<file path="src/rtl/calc_engine.sv">
// calc_engine: host-loadable instruction/data memories with a two-cycle-per-instruction accumulator sequencer.
// Optional watchdog abort enabled by defining CALC_WDOG_EN (budget MAX_STEPS executed instructions).
module calc_engine #(
  parameter int unsigned DATA_W    = 8,
  parameter int unsigned ADDR_W    = 4,
  parameter int unsigned MAX_STEPS = 255
) (
  input  logic                clk,
  input  logic                rst,
  input  logic                data_we,
  input  logic [ADDR_W-1:0]   data_addr,
  input  logic [DATA_W-1:0]   data_in,
  output logic [DATA_W-1:0]   data_out,
  input  logic                inst_we,
  input  logic [ADDR_W-1:0]   inst_addr,
  input  logic [4+ADDR_W-1:0] inst_in,
  output logic [4+ADDR_W-1:0] inst_out,
  input  logic                start,
  output logic                busy,
  output logic                done,
  output logic                error,
  output logic [DATA_W-1:0]   acc_out,
  output logic [1:0]          flags
);

  localparam int unsigned INST_W = 4 + ADDR_W;
  localparam int unsigned DEPTH  = 1 << ADDR_W;

  localparam logic [3:0] OP_NOP  = 4'h0;
  localparam logic [3:0] OP_LD   = 4'h1;
  localparam logic [3:0] OP_ST   = 4'h2;
  localparam logic [3:0] OP_ADD  = 4'h3;
  localparam logic [3:0] OP_SUB  = 4'h4;
  localparam logic [3:0] OP_AND  = 4'h5;
  localparam logic [3:0] OP_OR   = 4'h6;
  localparam logic [3:0] OP_XOR  = 4'h7;
  localparam logic [3:0] OP_LDI  = 4'h8;
  localparam logic [3:0] OP_JMP  = 4'h9;
  localparam logic [3:0] OP_JZ   = 4'hA;
  localparam logic [3:0] OP_SHL  = 4'hB;
  localparam logic [3:0] OP_SHR  = 4'hC;
  localparam logic [3:0] OP_HALT = 4'hF;

  typedef enum logic [1:0] {S_IDLE, S_FETCH, S_EXEC, S_DONE} state_t;

  state_t              state, state_n;
  logic [DATA_W-1:0]   dmem [DEPTH];
  logic [INST_W-1:0]   imem [DEPTH];

  logic [ADDR_W-1:0]   pc, pc_n;
  logic [INST_W-1:0]   ir, ir_n;
  logic [DATA_W-1:0]   acc, acc_n;
  logic                carry, carry_n;
  logic                zero, zero_n;
  logic                err, err_n;
  logic                busy_n, done_n;
  logic                acc_upd;

  logic                dm_we;
  logic [ADDR_W-1:0]   dm_waddr;
  logic [DATA_W-1:0]   dm_wdata;
  logic                im_we;

  logic [3:0]          opcode;
  logic [ADDR_W-1:0]   opnd;
  logic [DATA_W-1:0]   mem_rd;

  assign opcode = ir[INST_W-1 -: 4];
  assign opnd   = ir[ADDR_W-1:0];
  assign mem_rd = dmem[opnd];
  assign im_we  = inst_we && !busy;

`ifdef CALC_WDOG_EN
  localparam int unsigned STEP_W = $clog2(MAX_STEPS + 1);
  logic [STEP_W-1:0] steps, steps_n;
`else
  logic unused_max_steps;
  assign unused_max_steps = |32'(MAX_STEPS);
`endif

  // Next-state, datapath and memory-write selection
  always_comb begin
    state_n  = state;
    pc_n     = pc;
    ir_n     = ir;
    acc_n    = acc;
    carry_n  = carry;
    zero_n   = zero;
    err_n    = err;
    acc_upd  = 1'b0;
    dm_we    = data_we && !busy;
    dm_waddr = data_addr;
    dm_wdata = data_in;
`ifdef CALC_WDOG_EN
    steps_n  = steps;
`endif

    case (state)
      S_IDLE: begin
        if (start) begin
          state_n = S_FETCH;
          pc_n    = '0;
          acc_n   = '0;
          carry_n = 1'b0;
          zero_n  = 1'b0;
          err_n   = 1'b0;
`ifdef CALC_WDOG_EN
          steps_n = '0;
`endif
        end
      end
      S_FETCH: begin
        ir_n    = imem[pc];
        state_n = S_EXEC;
      end
      S_EXEC: begin
        state_n = S_FETCH;
        pc_n    = pc + ADDR_W'(1);
`ifdef CALC_WDOG_EN
        steps_n = steps + STEP_W'(1);
`endif
        case (opcode)
          OP_NOP: ;
          OP_LD: begin
            acc_n   = mem_rd;
            acc_upd = 1'b1;
          end
          OP_ST: begin
            dm_we    = 1'b1;
            dm_waddr = opnd;
            dm_wdata = acc;
          end
          OP_ADD: begin
            {carry_n, acc_n} = {1'b0, acc} + {1'b0, mem_rd};
            acc_upd = 1'b1;
          end
          OP_SUB: begin
            // Bit DATA_W of the zero-extended difference is the borrow
            {carry_n, acc_n} = {1'b0, acc} - {1'b0, mem_rd};
            acc_upd = 1'b1;
          end
          OP_AND: begin
            acc_n   = acc & mem_rd;
            acc_upd = 1'b1;
          end
          OP_OR: begin
            acc_n   = acc | mem_rd;
            acc_upd = 1'b1;
          end
          OP_XOR: begin
            acc_n   = acc ^ mem_rd;
            acc_upd = 1'b1;
          end
          OP_LDI: begin
            acc_n   = DATA_W'(opnd);
            acc_upd = 1'b1;
          end
          OP_JMP: pc_n = opnd;
          OP_JZ: begin
            if (zero) pc_n = opnd;
          end
          OP_SHL: begin
            carry_n = acc[DATA_W-1];
            acc_n   = {acc[DATA_W-2:0], 1'b0};
            acc_upd = 1'b1;
          end
          OP_SHR: begin
            carry_n = acc[0];
            acc_n   = {1'b0, acc[DATA_W-1:1]};
            acc_upd = 1'b1;
          end
          OP_HALT: state_n = S_DONE;
          default: begin
            err_n   = 1'b1;
            state_n = S_DONE;
          end
        endcase
        if (acc_upd) zero_n = (acc_n == '0);
`ifdef CALC_WDOG_EN
        // Budget exhausted: the current instruction has completed, abort the run
        if (state_n == S_FETCH && steps_n == STEP_W'(MAX_STEPS)) begin
          err_n   = 1'b1;
          state_n = S_DONE;
        end
`endif
      end
      S_DONE: state_n = S_IDLE;
      default: state_n = S_IDLE;
    endcase

    busy_n = (state_n == S_FETCH) || (state_n == S_EXEC);
    done_n = (state_n == S_DONE);
  end

  // Sequencer state and registered outputs
  always_ff @(posedge clk or negedge rst) begin
    if (!rst) begin
      state    <= S_IDLE;
      pc       <= '0;
      ir       <= '0;
      acc      <= '0;
      carry    <= 1'b0;
      zero     <= 1'b0;
      err      <= 1'b0;
      busy     <= 1'b0;
      done     <= 1'b0;
      data_out <= '0;
      inst_out <= '0;
`ifdef CALC_WDOG_EN
      steps    <= '0;
`endif
    end else begin
      state    <= state_n;
      pc       <= pc_n;
      ir       <= ir_n;
      acc      <= acc_n;
      carry    <= carry_n;
      zero     <= zero_n;
      err      <= err_n;
      busy     <= busy_n;
      done     <= done_n;
      data_out <= (dm_we && dm_waddr == data_addr) ? dm_wdata : dmem[data_addr];
      inst_out <= (im_we && inst_addr == inst_addr) ? inst_in : imem[inst_addr];
`ifdef CALC_WDOG_EN
      steps    <= steps_n;
`endif
    end
  end

  // Memories are not reset so a reset mid-run keeps loaded program and results
  always_ff @(posedge clk) begin
    if (dm_we) dmem[dm_waddr] <= dm_wdata;
    if (im_we) imem[inst_addr] <= inst_in;
  end

  assign acc_out = acc;
  assign flags   = {carry, zero};
  assign error   = err;

endmodule
</file>
<file path="config.mk">
export PLATFORM = sky130hd
export DESIGN_NAME = calc_engine
export DESIGN_NICKNAME = d
export VERILOG_FILES = /design/src/rtl/calc_engine.sv
export SDC_FILE = /design/constraint.sdc
export NUM_CORES = 1
export LEC_CHECK = 0
export ABC_AREA = 0
export BUFFER_PORTS_ARGS = -buffer_cell sky130_fd_sc_hd__buf_4
export CORE_ASPECT_RATIO = 2
export CORE_MARGIN = 5
export CORE_UTILIZATION = 50
export CTS_BUF_LIST = sky130_fd_sc_hd__clkbuf_4
export CTS_CLUSTER_SIZE = 10
export DETAILED_ROUTE_END_ITERATION = 6
export PLACE_DENSITY_LB_ADDON = 0.08
export REMOVE_ABC_BUFFERS = 1
export SLEW_MARGIN = 5
export SYNTH_ARGS = -nofsm -noshare
export SYNTH_HDL_FRONTEND = slang
export SYNTH_SLANG_ARGS = --single-unit
</file>
<file path="constraint.sdc">
create_clock -name clk -period 4 [get_ports clk]
set_input_delay 0.4 -clock clk [delete_from_list [all_inputs] [get_ports clk]]
set_output_delay 0.4 -clock clk [all_outputs]
set_load 0.02 [all_outputs]
</file>
==> out/summary.json, run 1 <==
{
  "grt-ovfl-total": {"value": 0},
  "slew_violations": {"value": 0},
  "clk_pin_slew": {"value": 0.07, "unit": "ns"},
  "post-place-cells": {"value": 1414},
  "netlist_top_cells_area": {"value": "sky130_fd_sc_hd__edfxtp_1, sky130_fd_sc_hd__mux4_2, sky130_fd_sc_hd__dfrtp_1"},
  "max_slew_margin": {"value": 46.1, "unit": "%"},
  "largest_net_degree_at_the_start_of_global_routing": {"value": 44},
  "core_area": {"value": 30700, "unit": "sq um"},
  "placed_cell_area": {"value": 16700, "unit": "sq um"},
  "r2r_setup_slack": {"value": 0.15, "unit": "ns"},
  "number_of_synthesized_register_bits": {"value": 299},
  "cts_tree": {"value": "built"},
  "nNetsFinal": {"value": 1192},
  "die_outline_area": {"value": 34900, "unit": "sq um"},
  "synth.largest_area_cell": {"value": "sky130_fd_sc_hd__edfxtp_1"},
  "critPathMaxFanout": {"value": 6},
  "synthesis_to_layout_area_growth": {"value": 15.3, "unit": "%"},
  "transition_time_at_the_pin_with_the_least_slew_margin": {"value": 0.808, "unit": "ns"},
  "syn_avg_cell_area": {"value": 16.0, "unit": "sq um"},
  "critical_path_class": {"value": "reg -> reg"},
  "drc_errors": {"value": 0},
  "ir_drop": {"value": 0.354, "unit": "mV"},
  "detail_route.vias_per_cell": {"value": 6.43},
  "yosys-top-cells-count": {"value": "sky130_fd_sc_hd__edfxtp_1, sky130_fd_sc_hd__mux4_2, sky130_fd_sc_hd__nor2_1, sky130_fd_sc_hd__nand2_1, sky130_fd_sc_hd__dfrtp_1"},
  "clockBufferDepth": {"value": 3},
  "clock_skew": {"value": 0.0432, "unit": "ns"},
  "dieWidth": {"value": 135, "unit": "microns"},
  "startpoint_type_of_the_worst_setup_path": {"value": "flip-flop"},
  "initial_utilization": {"value": 50.5, "unit": "%"},
  "io-pin-count": {"value": 58},
  "yosysSeqAreaShare": {"value": 56.4, "unit": "%"},
  "ys.flop_type": {"value": "sky130_fd_sc_hd__edfxtp_1"},
  "synth_async_sr_flop_share": {"value": 14.4, "unit": "%"},
  "detail_route.first_pass.iterations": {"value": 6},
  "detail-route-antenna-nets": {"value": 0},
  "ys_types": {"value": 72},
  "timing.final.ws_setup": {"value": 0.152, "unit": "ns"},
  "data_arrival_time_of_the_worst_path": {"value": 4.46, "unit": "ns"},
  "overall_power": {"value": 12.1, "unit": "mW"},
  "synthCells": {"value": 972},
  "cellPowerDensity": {"value": 676, "unit": "nW/um^2"},
  "finalWirelength": {"value": 44.9, "unit": "mm"},
  "max_freq": {"value": 260, "unit": "MHz"},
  "finalSetupViolations": {"value": 0},
  "ctsRootBufferMaster": {"value": "sky130_fd_sc_hd__clkbuf_4"},
  "rows": {"value": 91},
  "grt_first_pass_wirelength": {"value": 66.5, "unit": "mm"},
  "most_frequently_used_cell_type_in_the_post_synthesis_netlist": {"value": "sky130_fd_sc_hd__edfxtp_1"},
  "finish.cell_count_without_fillers": {"value": 1555},
  "timing.final.crit_share": {"value": 96.2, "unit": "%"},
  "vias_after_detailed_routing": {"value": 9992},
  "count_of_clock_tree_sinks": {"value": 299},
  "finalWeightedCongestion": {"value": 0.957},
  "grt_pass1_vias": {"value": 10600},
  "worstSetupEndpointType": {"value": "flip-flop"},
  "grt_antenna_before_repair": {"value": 2},
  "placement.setup.worst_slack": {"value": 0.0288, "unit": "ns"},
  "maxCapViolations": {"value": 0},
  "final_cell_area_excluding_filler_cells": {"value": 17900, "unit": "sq um"},
  "clock_latency_of_the_later_clocked_register_in_the_worst_skew_pair": {"value": 0.71, "unit": "ns"},
  "cts_buffers": {"value": 67},
  "final_period_minus_worst_setup_slack": {"value": 3.85, "unit": "ns"},
  "gr-usage-all-layers": {"value": 26.3, "unit": "%"},
  "min_path_type": {"value": "in -> reg"},
  "cts_max_level": {"value": 3},
  "post_synth_instance_area": {"value": 15500, "unit": "sq um"},
  "hpwlAfterDp": {"value": 31.6, "unit": "mm"},
  "final_layout_size_suffix_gt1_share": {"value": 38.2, "unit": "%"},
  "synth-warning-count": {"value": 0},
  "die_h": {"value": 259, "unit": "microns"},
  "io_buffers": {"value": 57},
  "whs": {"value": 0.231, "unit": "ns"},
  "crit_required": {"value": 4.61, "unit": "ns"},
  "drt-wirelength-per-cell": {"value": 28.9, "unit": "microns"},
  "synth_top_cell_area_share": {"value": 49.5, "unit": "%"},
  "leakage_power_of_the_design": {"value": 6.37, "unit": "nW"},
  "result_of_the_run": {"value": "finished, final reports clean"},
  "number_of_failing_hold_endpoints_at_the_final_stage": {"value": 0},
  "first_iter_violations": {"value": 684},
  "synth_enable_flop_cells": {"value": 256}
}
per-stage QoR:
stage | setup TNS [ns] | utilization (%)
global route | -0.0327 | 58.2
CTS | 0 | 57.6
global placement | -0.00636 | 54.4
finish | 0 | 58.2
detailed placement | 0 | 54.4
floorplan | -1.58 | -
report_power, final:
part           total [mW]  switching (mW)  internal, mW
Clock                2.40            1.16          1.24
Combinational        5.73            3.17          2.55
Sequential           3.98           0.345          3.64
layout make-up:
class                      count  area (sq um)
fill                        2472         12800
timing repair buffer         164          1320
clock buffer                 103           773
multi-input combinational    576          6400
antenna                        1          2.50
sequential                   299          8770
inverter                      25          93.8
tap                          372           465
clock inverter                15          87.6
registers in the layout, indices dropped and copies added, names as in the netlist:
register and flops:
dmem 128, imem 128, acc_out 8, data_out 8
inst_out 8, ir 8, pc 4, state 2
busy 1, carry 1, done 1, error 1
zero 1
worst paths after layout:
check                      cells past startpoint               endpoint         startpoint
min in group asynchronous                      2  data_out[1]$_DFF_PN0_                rst
min reg2reg                                    2      error$_DFFE_PN0P_  error$_DFFE_PN0P_
max in group asynchronous                      2      pc[0]$_DFFE_PN0P_                rst
max reg2reg                                   16       zero$_DFFE_PN0P_  ir[0]$_DFFE_PN0N_
max                                           16       zero$_DFFE_PN0P_  ir[0]$_DFFE_PN0N_
min                                            4   dmem[2][4]$_DFFE_PP_         data_in[4]
cells by family after synthesis:
kind of cell    count (synthesis)  synth area share [%]
fa+ha+maj                      30                  2.51
xor+xnor                        7                 0.395
buf+inv                        97                  2.81
compound gates                156                  6.97
flops                         299                  56.4
simple gates                  199                  6.22
mux                           184                  24.7
what timing repair did:
action                                  in CTS  in global routing
endpoints found under the setup margin       0                  3
resized for setup                            0                 30
hold buffers                                10                  0
buffers inserted                             0                 13
endpoints found under the hold margin      174                  0
critical path, stage by stage, from the launching register on:
cell and delay [ns]:
sky130_fd_sc_hd__dfrtp_2 0.40, sky130_fd_sc_hd__buf_12 0.14, sky130_fd_sc_hd__mux4_2 0.49, sky130_fd_sc_hd__a22o_1 0.24
sky130_fd_sc_hd__a221oi_2 0.18, sky130_fd_sc_hd__buf_4 0.17, sky130_fd_sc_hd__inv_1 0.05, sky130_fd_sc_hd__ha_2 0.18
sky130_fd_sc_hd__fa_2 0.34, sky130_fd_sc_hd__or2_2 0.31, sky130_fd_sc_hd__a221oi_2 0.26, sky130_fd_sc_hd__buf_4 0.16
sky130_fd_sc_hd__nor4_1 0.04, sky130_fd_sc_hd__o21ai_1 0.17, sky130_fd_sc_hd__a31oi_2 0.14, sky130_fd_sc_hd__nand4b_1 0.22
sky130_fd_sc_hd__o31ai_2 0.24
metal layers:
metal,up-vias,GRT usage (%),share of wire [%]
li1,4333,-,-
met1,5099,27.9,33
met2,439,49.8,56
met3,121,4.25,5.5
met4,0,12.9,5.2
met5,-,0,0
placed cells by master, fill, tap and decap left out, types with 23 or more instances in the layout:
cell type                    n
sky130_fd_sc_hd__edfxtp_1  256
sky130_fd_sc_hd__buf_4     148
sky130_fd_sc_hd__mux4_2    139
sky130_fd_sc_hd__clkbuf_4  103
sky130_fd_sc_hd__nor2_1     57
sky130_fd_sc_hd__nand2_1    55
sky130_fd_sc_hd__dfrtp_1    41
sky130_fd_sc_hd__o21ai_0    36
sky130_fd_sc_hd__a21oi_1    28
sky130_fd_sc_hd__ha_1       25
sky130_fd_sc_hd__mux2_2     24
sky130_fd_sc_hd__inv_1      23
Power figures use the tool's default switching activity.
==> inputs of run 2 (changes only) <==
Settings changed: PLACE_DENSITY set to 0.7, PLACE_DENSITY_LB_ADDON 0.08 to not set.
==> run 2 against run 1 <==
Compared with the run above: clock skew grew 0.012 ns; total power rose by 1.4%; sequential power barely moved; maximum frequency fell by 0.93%; sequential share of layout area decreased by 0.32 points; cell area grew 0.65%; combinational power rose by 1%.
==> out/summary.json, run 2 (synthesis results as in run 1) <==
{
  "result_of_the_run": {"value": "finished, final reports clean"},
  "clock_skew": {"value": 0.0556, "unit": "ns", "change": "+0.0124 ns"},
  "worst-r2r-cell-count": {"value": 14, "change": "-2"},
  "gr-usage-all-layers": {"value": 25.8, "unit": "%", "change": "-0.50 points"},
  "setup.worst_path.end": {"value": "zero$_DFFE_PN0P_"},
  "post-place-cells": {"value": 1420, "change": "+0.42%"},
  "max_slew_margin": {"value": 31.0, "unit": "%", "change": "-15 points"},
  "max_freq": {"value": 257, "unit": "MHz", "change": "-0.93%"},
  "finalWeightedCongestion": {"value": 0.965, "change": "+0.79%"},
  "timing.final.ws_setup": {"value": 0.116, "unit": "ns", "change": "-0.0361 ns"},
  "drt-wirelength-per-cell": {"value": 28.3, "unit": "microns", "change": "-1.9%"},
  "number_of_failing_hold_endpoints_at_the_final_stage": {"value": 0, "change": "unchanged"},
  "final_cell_area_excluding_filler_cells": {"value": 18000, "unit": "sq um", "change": "+0.65%"},
  "crit_required": {"value": 4.64, "unit": "ns", "change": "+0.03 ns"},
  "timing.critical_path.from": {"value": "ir[0]$_DFFE_PN0N_"},
  "layout_top_registers": {"value": "dmem x128, imem x128"},
  "maximum_single_stage_delay_on_the_critical_path": {"value": 0.54, "unit": "ns", "change": "+0.05 ns"},
  "overall_power": {"value": 12.3, "unit": "mW", "change": "+1.4%"},
  "ir_drop": {"value": 0.304, "unit": "mV", "change": "-14%"},
  "multi_input_area": {"value": 6440, "unit": "sq um", "change": "+0.68%"},
  "r2r_start": {"value": "ir[0]$_DFFE_PN0N_"},
  "count_of_clock_tree_sinks": {"value": 299, "change": "unchanged"},
  "cp_cell_sequence": {"value": "buf_12, mux4_2, a221oi_4, buf_6, inv_4, ha_1, fa_1, or2_2, a221oi_2, nor4_1, o21ai_0, a31oi_1, nand4b_1, o31ai_2"},
  "io_buffers": {"value": 57, "change": "unchanged"},
  "placement.setup.worst_slack": {"value": -0.205, "unit": "ns", "change": "-0.234 ns"},
  "grt-ovfl-total": {"value": 0, "change": "unchanged"},
  "whs": {"value": 0.214, "unit": "ns", "change": "-0.0178 ns"},
  "largest_net_degree_at_the_start_of_global_routing": {"value": 44, "change": "unchanged"},
  "final_period_minus_worst_setup_slack": {"value": 3.88, "unit": "ns", "change": "+0.0361 ns"},
  "worstSetupEndpointType": {"value": "flip-flop"},
  "startpoint_type_of_the_worst_setup_path": {"value": "flip-flop"},
  "grt_antenna_before_repair": {"value": 1, "change": "-1"},
  "holdCritStartpoint": {"value": "data_in[4]"},
  "detail_route.first_pass.iterations": {"value": 6, "change": "unchanged"},
  "cts_max_level": {"value": 3, "change": "unchanged"},
  "r2r_end": {"value": "zero$_DFFE_PN0P_"},
  "critPathMaxFanout": {"value": 4, "change": "-2"},
  "die_outline_area": {"value": 34900, "unit": "sq um", "change": "unchanged"},
  "final_common_cell": {"value": "sky130_fd_sc_hd__edfxtp_1"},
  "clockBufferDepth": {"value": 3, "change": "unchanged"},
  "slowest_stage": {"value": "sky130_fd_sc_hd__mux4_2"},
  "vias_after_detailed_routing": {"value": 10100, "change": "+1.6%"},
  "die_h": {"value": 259, "unit": "microns", "change": "unchanged"},
  "nNetsFinal": {"value": 1195, "change": "+0.25%"},
  "cts_buffers": {"value": 67, "change": "unchanged"},
  "core_area": {"value": 30700, "unit": "sq um", "change": "unchanged"},
  "timing.final.crit_share": {"value": 97.1, "unit": "%", "change": "+0.90 points"},
  "register_area": {"value": 8770, "unit": "sq um", "change": "unchanged"},
  "placed_cell_area": {"value": 16800, "unit": "sq um", "change": "+0.23%"},
  "cts_tree": {"value": "built"},
  "ctsRootBufferMaster": {"value": "sky130_fd_sc_hd__clkbuf_4"},
  "cellPowerDensity": {"value": 682, "unit": "nW/um^2", "change": "+0.78%"},
  "grt_first_pass_wirelength": {"value": 66.0, "unit": "mm", "change": "-0.82%"},
  "r2r_setup_slack": {"value": 0.12, "unit": "ns", "change": "-0.04 ns"},
  "finish.cell_count_without_fillers": {"value": 1560, "change": "+0.32%"},
  "final_layout_size_suffix_gt1_share": {"value": 38.2, "unit": "%", "change": "-0.077 points"},
  "mostFrequentLayoutCells": {"value": "sky130_fd_sc_hd__edfxtp_1, sky130_fd_sc_hd__buf_4, sky130_fd_sc_hd__mux4_2"},
  "clk_pin_slew": {"value": 0.08, "unit": "ns", "change": "about the same"},
  "initial_utilization": {"value": 50.5, "unit": "%", "change": "unchanged"},
  "first_iter_violations": {"value": 659, "change": "-3.7%"},
  "critical_path_class": {"value": "reg -> reg"},
  "data_arrival_time_of_the_worst_path": {"value": 4.52, "unit": "ns", "change": "+0.06 ns"},
  "leakage_power_of_the_design": {"value": 6.42, "unit": "nW", "change": "+0.76%"},
  "dieWidth": {"value": 135, "unit": "microns", "change": "unchanged"},
  "transition_time_at_the_pin_with_the_least_slew_margin": {"value": 1.03, "unit": "ns", "change": "+0.225 ns"},
  "io-pin-count": {"value": 58, "change": "unchanged"},
  "synthesis_to_layout_area_growth": {"value": 16.0, "unit": "%"},
  "fillerInstances": {"value": 2386, "change": "-3.5%"},
  "hpwlAfterDp": {"value": 31.3, "unit": "mm", "change": "-0.99%"},
  "detail_route.vias_per_cell": {"value": 6.51, "change": "+1.2%"},
  "drc_errors": {"value": 0, "change": "unchanged"},
  "min_path_type": {"value": "in -> reg"},
  "grt_pass1_vias": {"value": 10800, "change": "+2.2%"},
  "detail-route-antenna-nets": {"value": 0, "change": "unchanged"},
  "maxCapViolations": {"value": 0, "change": "unchanged"},
  "finalWirelength": {"value": 44.2, "unit": "mm", "change": "-1.6%"},
  "clock_latency_of_the_later_clocked_register_in_the_worst_skew_pair": {"value": 0.73, "unit": "ns", "change": "+0.02 ns"},
  "slew_violations": {"value": 0, "change": "unchanged"},
  "setup_repair_after_global_routing_missed_its_margin": {"value": "yes"},
  "setup-tns-final": {"value": 0, "unit": "ns", "change": "unchanged"},
  "rows": {"value": 91, "change": "unchanged"},
  "finalSetupViolations": {"value": 0, "change": "unchanged"},
  "final_core_utilization": {"value": 58.6, "unit": "%", "change": "+0.38 points"}
}
==> run 2: changes by cell type in the layout (fill, tap and decap cells not counted), sizes merged <==
cell | previous run | this run
buf | 154 | 157
bufinv | 1 | 3
clkbuf | 103 | 96
clkinv | 12 | 20
inv | 27 | 26
==> run 2: cell type report <==
type,instances,share of cell area [%]
diodes,1,0.0139
inverters,25,0.535
clock buffers,96,4.00
multi-input cells,576,35.7
flip-flops and latches,299,48.6
clock inverters,24,1.01
repair buffers,167,7.48
well taps,372,2.58
==> run 2: routing by layer <==
layer | vias up | share of wire (%) | track usage (%)
met2 | 499 | 55 | 47.0
met3 | 158 | 5.6 | 4.42
li1 | 4344 | - | -
met5 | - | 0 | 0
met1 | 5148 | 32 | 27.5
met4 | 0 | 6.6 | 15.6
==> run 2: timing repair <==
action                                  CTS  global route
cloned                                    0             0
resized for setup                         3            28
pin swaps                                 0            10
endpoints found under the setup margin    2             3
buffers inserted                          1             8
hold buffers                             10             0
endpoints found under the hold margin   178             0
==> run 2: worst min-delay path by stage <==
stage	end	slack (ns)	cells after the start
after floorplan	acc_out[0]$_DFFE_PN0P_	0.10	0
after global placement	error$_DFFE_PN0P_	0.49	2
after detailed placement	error$_DFFE_PN0P_	0.50	2
after CTS	dmem[13][7]$_DFFE_PP_	0.14	4
after global routing	dmem[8][4]$_DFFE_PP_	0.14	3
final	dmem[8][4]$_DFFE_PP_	0.21	3
==> run 2: report_power, final <==
group / switching (mW) / internal [mW] / leakage (nW)
registers: 0.320 / 3.64 / 2.84
clock network: 1.21 / 1.31 / 0.532
logic: 3.21 / 2.60 / 3.04
==> run 2: worst max-delay path: cells and delay by family, from the launching register on <==
family	cells	cell delay [ns]
buffers and inverters	3	0.35
AOI/OAI and AO/OA	5	1.21
muxes	1	0.54
DFF	1	0.47
and+or+nand+nor	3	0.59
adders and majority gates	2	0.64
==> inputs of run 3 (changes only) <==
Settings changed: CORE_UTILIZATION 50 to 40, PLACE_DENSITY 0.7 to 0.59.
==> run 3 against run 2 <==
Compared with the run above: register-to-register slack worse by 0.02 ns; cell count is 11% higher; clock skew is 0.028 ns higher; maximum frequency is 0.42% lower; first-iteration DRC count is 34% higher; core utilization is 11 points lower; via count is 0.25% lower; routed wire length is 7.4% higher; largest cell class unchanged.
==> out/summary.json, run 3 (synthesis results as in run 1) <==
{
  "ctsRootBufferMaster": {"value": "sky130_fd_sc_hd__clkbuf_4"},
  "io-pin-count": {"value": 58, "change": "unchanged"},
  "critical_path_class": {"value": "reg -> reg"},
  "hpwlAfterDp": {"value": 33.8, "unit": "mm", "change": "+8.1%"},
  "slowest_stage": {"value": "sky130_fd_sc_hd__a222oi_1"},
  "drt-wirelength-per-cell": {"value": 27.4, "unit": "microns", "change": "-3.1%"},
  "grt_first_pass_wirelength": {"value": 69.3, "unit": "mm", "change": "+5.1%"},
  "count_of_clock_tree_sinks": {"value": 299, "change": "unchanged"},
  "first_iter_violations": {"value": 884, "change": "+34%"},
  "crit_required": {"value": 4.64, "unit": "ns", "change": "about the same"},
  "critPathMaxFanout": {"value": 17, "change": "+13"},
  "detail_route.first_pass.iterations": {"value": 5, "change": "-1"},
  "data_arrival_time_of_the_worst_path": {"value": 4.54, "unit": "ns", "change": "+0.02 ns"},
  "cts_max_level": {"value": 3, "change": "unchanged"},
  "placement.setup.worst_slack": {"value": -0.0499, "unit": "ns", "change": "+0.155 ns"},
  "worstSetupEndpointType": {"value": "flip-flop"},
  "timing.critical_path.max_delay_family": {"value": "compound AO/OA/AOI/OAI gates"},
  "synthesis_to_layout_area_growth": {"value": 17.9, "unit": "%"},
  "rows": {"value": 102, "change": "+12%"},
  "cp_cell_sequence": {"value": "buf_12, buf_8, mux4_1, nand2_1, and4_1, ha_2, nor2b_1, o21ai_0, a222oi_1, o2111ai_2, a211oi_1, nand4b_1, o31ai_2"},
  "finalWirelength": {"value": 47.4, "unit": "mm", "change": "+7.4%"},
  "number_of_failing_hold_endpoints_at_the_final_stage": {"value": 0, "change": "unchanged"},
  "ir_drop": {"value": 0.256, "unit": "mV", "change": "-16%"},
  "die_h": {"value": 289, "unit": "microns", "change": "+11%"},
  "timing.final.crit_share": {"value": 97.5, "unit": "%", "change": "+0.41 points"},
  "timing.final.ws_setup": {"value": 0.0993, "unit": "ns", "change": "-0.0163 ns"},
  "overall_power": {"value": 12.7, "unit": "mW", "change": "+3.3%"},
  "io_buffers": {"value": 57, "change": "unchanged"},
  "final_period_minus_worst_setup_slack": {"value": 3.90, "unit": "ns", "change": "+0.0163 ns"},
  "final_common_cell": {"value": "sky130_fd_sc_hd__edfxtp_1"},
  "die_outline_area": {"value": 43100, "unit": "sq um", "change": "+24%"},
  "vias_after_detailed_routing": {"value": 10100, "change": "-0.25%"},
  "detail_route.vias_per_cell": {"value": 5.86, "change": "-9.9%"},
  "cellPowerDensity": {"value": 693, "unit": "nW/um^2", "change": "+1.6%"},
  "final_core_utilization": {"value": 47.5, "unit": "%", "change": "-11 points"},
  "transition_time_at_the_pin_with_the_least_slew_margin": {"value": 1.23, "unit": "ns", "change": "+0.197 ns"},
  "whs": {"value": 0.213, "unit": "ns", "change": "-0.000489 ns"},
  "result_of_the_run": {"value": "finished, final reports clean"},
  "clockBufferDepth": {"value": 3, "change": "unchanged"},
  "setup_repair_after_global_routing_missed_its_margin": {"value": "no"},
  "slew_violations": {"value": 0, "change": "unchanged"},
  "cts_buffers": {"value": 72, "change": "+7.5%"},
  "maximum_single_stage_delay_on_the_critical_path": {"value": 0.64, "unit": "ns", "change": "+0.10 ns"},
  "cts_tree": {"value": "built"},
  "finalSetupViolations": {"value": 0, "change": "unchanged"},
  "initial_utilization": {"value": 40.3, "unit": "%", "change": "-10 points"},
  "clock_latency_of_the_later_clocked_register_in_the_worst_skew_pair": {"value": 0.75, "unit": "ns", "change": "+0.02 ns"},
  "maxCapViolations": {"value": 0, "change": "unchanged"},
  "grt_pass1_vias": {"value": 10800, "change": "-0.25%"},
  "core_area": {"value": 38500, "unit": "sq um", "change": "+25%"},
  "max_freq": {"value": 256, "unit": "MHz", "change": "-0.42%"},
  "critical_path_buf_inv_count": {"value": 2, "change": "-1"},
  "final_layout_size_suffix_gt1_share": {"value": 37.9, "unit": "%", "change": "-0.27 points"},
  "finalWeightedCongestion": {"value": 0.956, "change": "-0.86%"},
  "leakage_power_of_the_design": {"value": 6.51, "unit": "nW", "change": "+1.4%"},
  "timing.critical_path.from": {"value": "ir[0]$_DFFE_PN0N_"},
  "grt-ovfl-total": {"value": 0, "change": "unchanged"},
  "gr-usage-all-layers": {"value": 22.4, "unit": "%", "change": "-3.4 points"},
  "detail-route-antenna-nets": {"value": 0, "change": "unchanged"},
  "holdCritStartpoint": {"value": "data_in[6]"},
  "startpoint_type_of_the_worst_setup_path": {"value": "flip-flop"},
  "min_path_type": {"value": "in -> reg"},
  "grt_antenna_before_repair": {"value": 2, "change": "+1"},
  "mostFrequentLayoutCells": {"value": "sky130_fd_sc_hd__edfxtp_1, sky130_fd_sc_hd__buf_4, sky130_fd_sc_hd__mux4_2"},
  "max_slew_margin": {"value": 17.5, "unit": "%", "change": "-14 points"},
  "clock_skew": {"value": 0.0841, "unit": "ns", "change": "+0.0285 ns"},
  "r2r_start": {"value": "ir[0]$_DFFE_PN0N_"},
  "drc_errors": {"value": 0, "change": "unchanged"},
  "dieWidth": {"value": 149, "unit": "microns", "change": "+11%"},
  "layout_top_registers": {"value": "dmem x128, imem x128"},
  "clk_pin_slew": {"value": 0.08, "unit": "ns", "change": "about the same"},
  "nNetsFinal": {"value": 1209, "change": "+1.2%"},
  "largest_net_degree_at_the_start_of_global_routing": {"value": 44, "change": "unchanged"}
}
==> run 3: tightest hold or removal path: cells and delay by family <==
family                 cells  cell delay, ns
AND/OR/NAND/NOR            1            0.04
buffers and inverters      2            0.31
AO/OA/AOI/OAI              1            0.08
==> run 3: power by group <==
| group | internal (mW) | total [mW] | switching [mW] |
|---|---|---|---|
| logic | 2.67 | 6.03 | 3.36 |
| registers | 3.64 | 3.94 | 0.304 |
| clock network | 1.46 | 2.72 | 1.26 |
==> run 3: stage by stage <==
| stage | instance area, sq um | TNS (ns) | std cells |
|---|---|---|---|
| after CTS | 18200 | 0 | 1721 |
| final | 18300 | 0 | 1728 |
| after global routing | 18300 | 0 | 1728 |
| after detailed placement | 17100 | -0.0499 | 1581 |
| after global placement | 17100 | 0 | 1581 |
| after floorplan | 15200 | -1.58 | 900 |
==> run 3: final timing paths <==
kind                                          to  slack, ns  cells past startpoint
hold reg to reg                carry$_DFFE_PN0P_       0.56                      2
min in group asynchronous  data_out[2]$_DFF_PN0_       0.27                      2
setup / recovery                zero$_DFFE_PN0P_        0.1                     13
setup reg to reg                zero$_DFFE_PN0P_        0.1                     13
hold / removal              dmem[9][6]$_DFFE_PP_       0.21                      4
max in group asynchronous      pc[0]$_DFFE_PN0P_       3.10                      2
==> run 3: timing repair <==
item                                   CTS  global route
hold buffers                            10             0
gates cloned                             0             1
endpoints found under the hold margin  176             0
setup endpoints to repair                1             3
resized for setup                        5             8
setup buffers                            0             4
pin swaps                                1             6
==> run 3: routing by layer <==
| layer | global-route usage [%] | share of wire, % |
|---|---|---|
| met2 | 43.2 | 58 |
| met5 | 0 | 0 |
| met4 | 12.4 | 5.8 |
| met1 | 22.5 | 32 |
| met3 | 3.41 | 4.1 |
==> run 3: area by class of cell <==
cell class / count / area, sq um
tap: 520 / 651
clock buffer: 96 / 721
sequential: 299 / 8770
antenna: 2 / 5.00
clock inverter: 34 / 272
timing repair buffer: 176 / 1430
multi-input combinational: 576 / 6390
inverter: 25 / 93.8
fill: 3445 / 20200
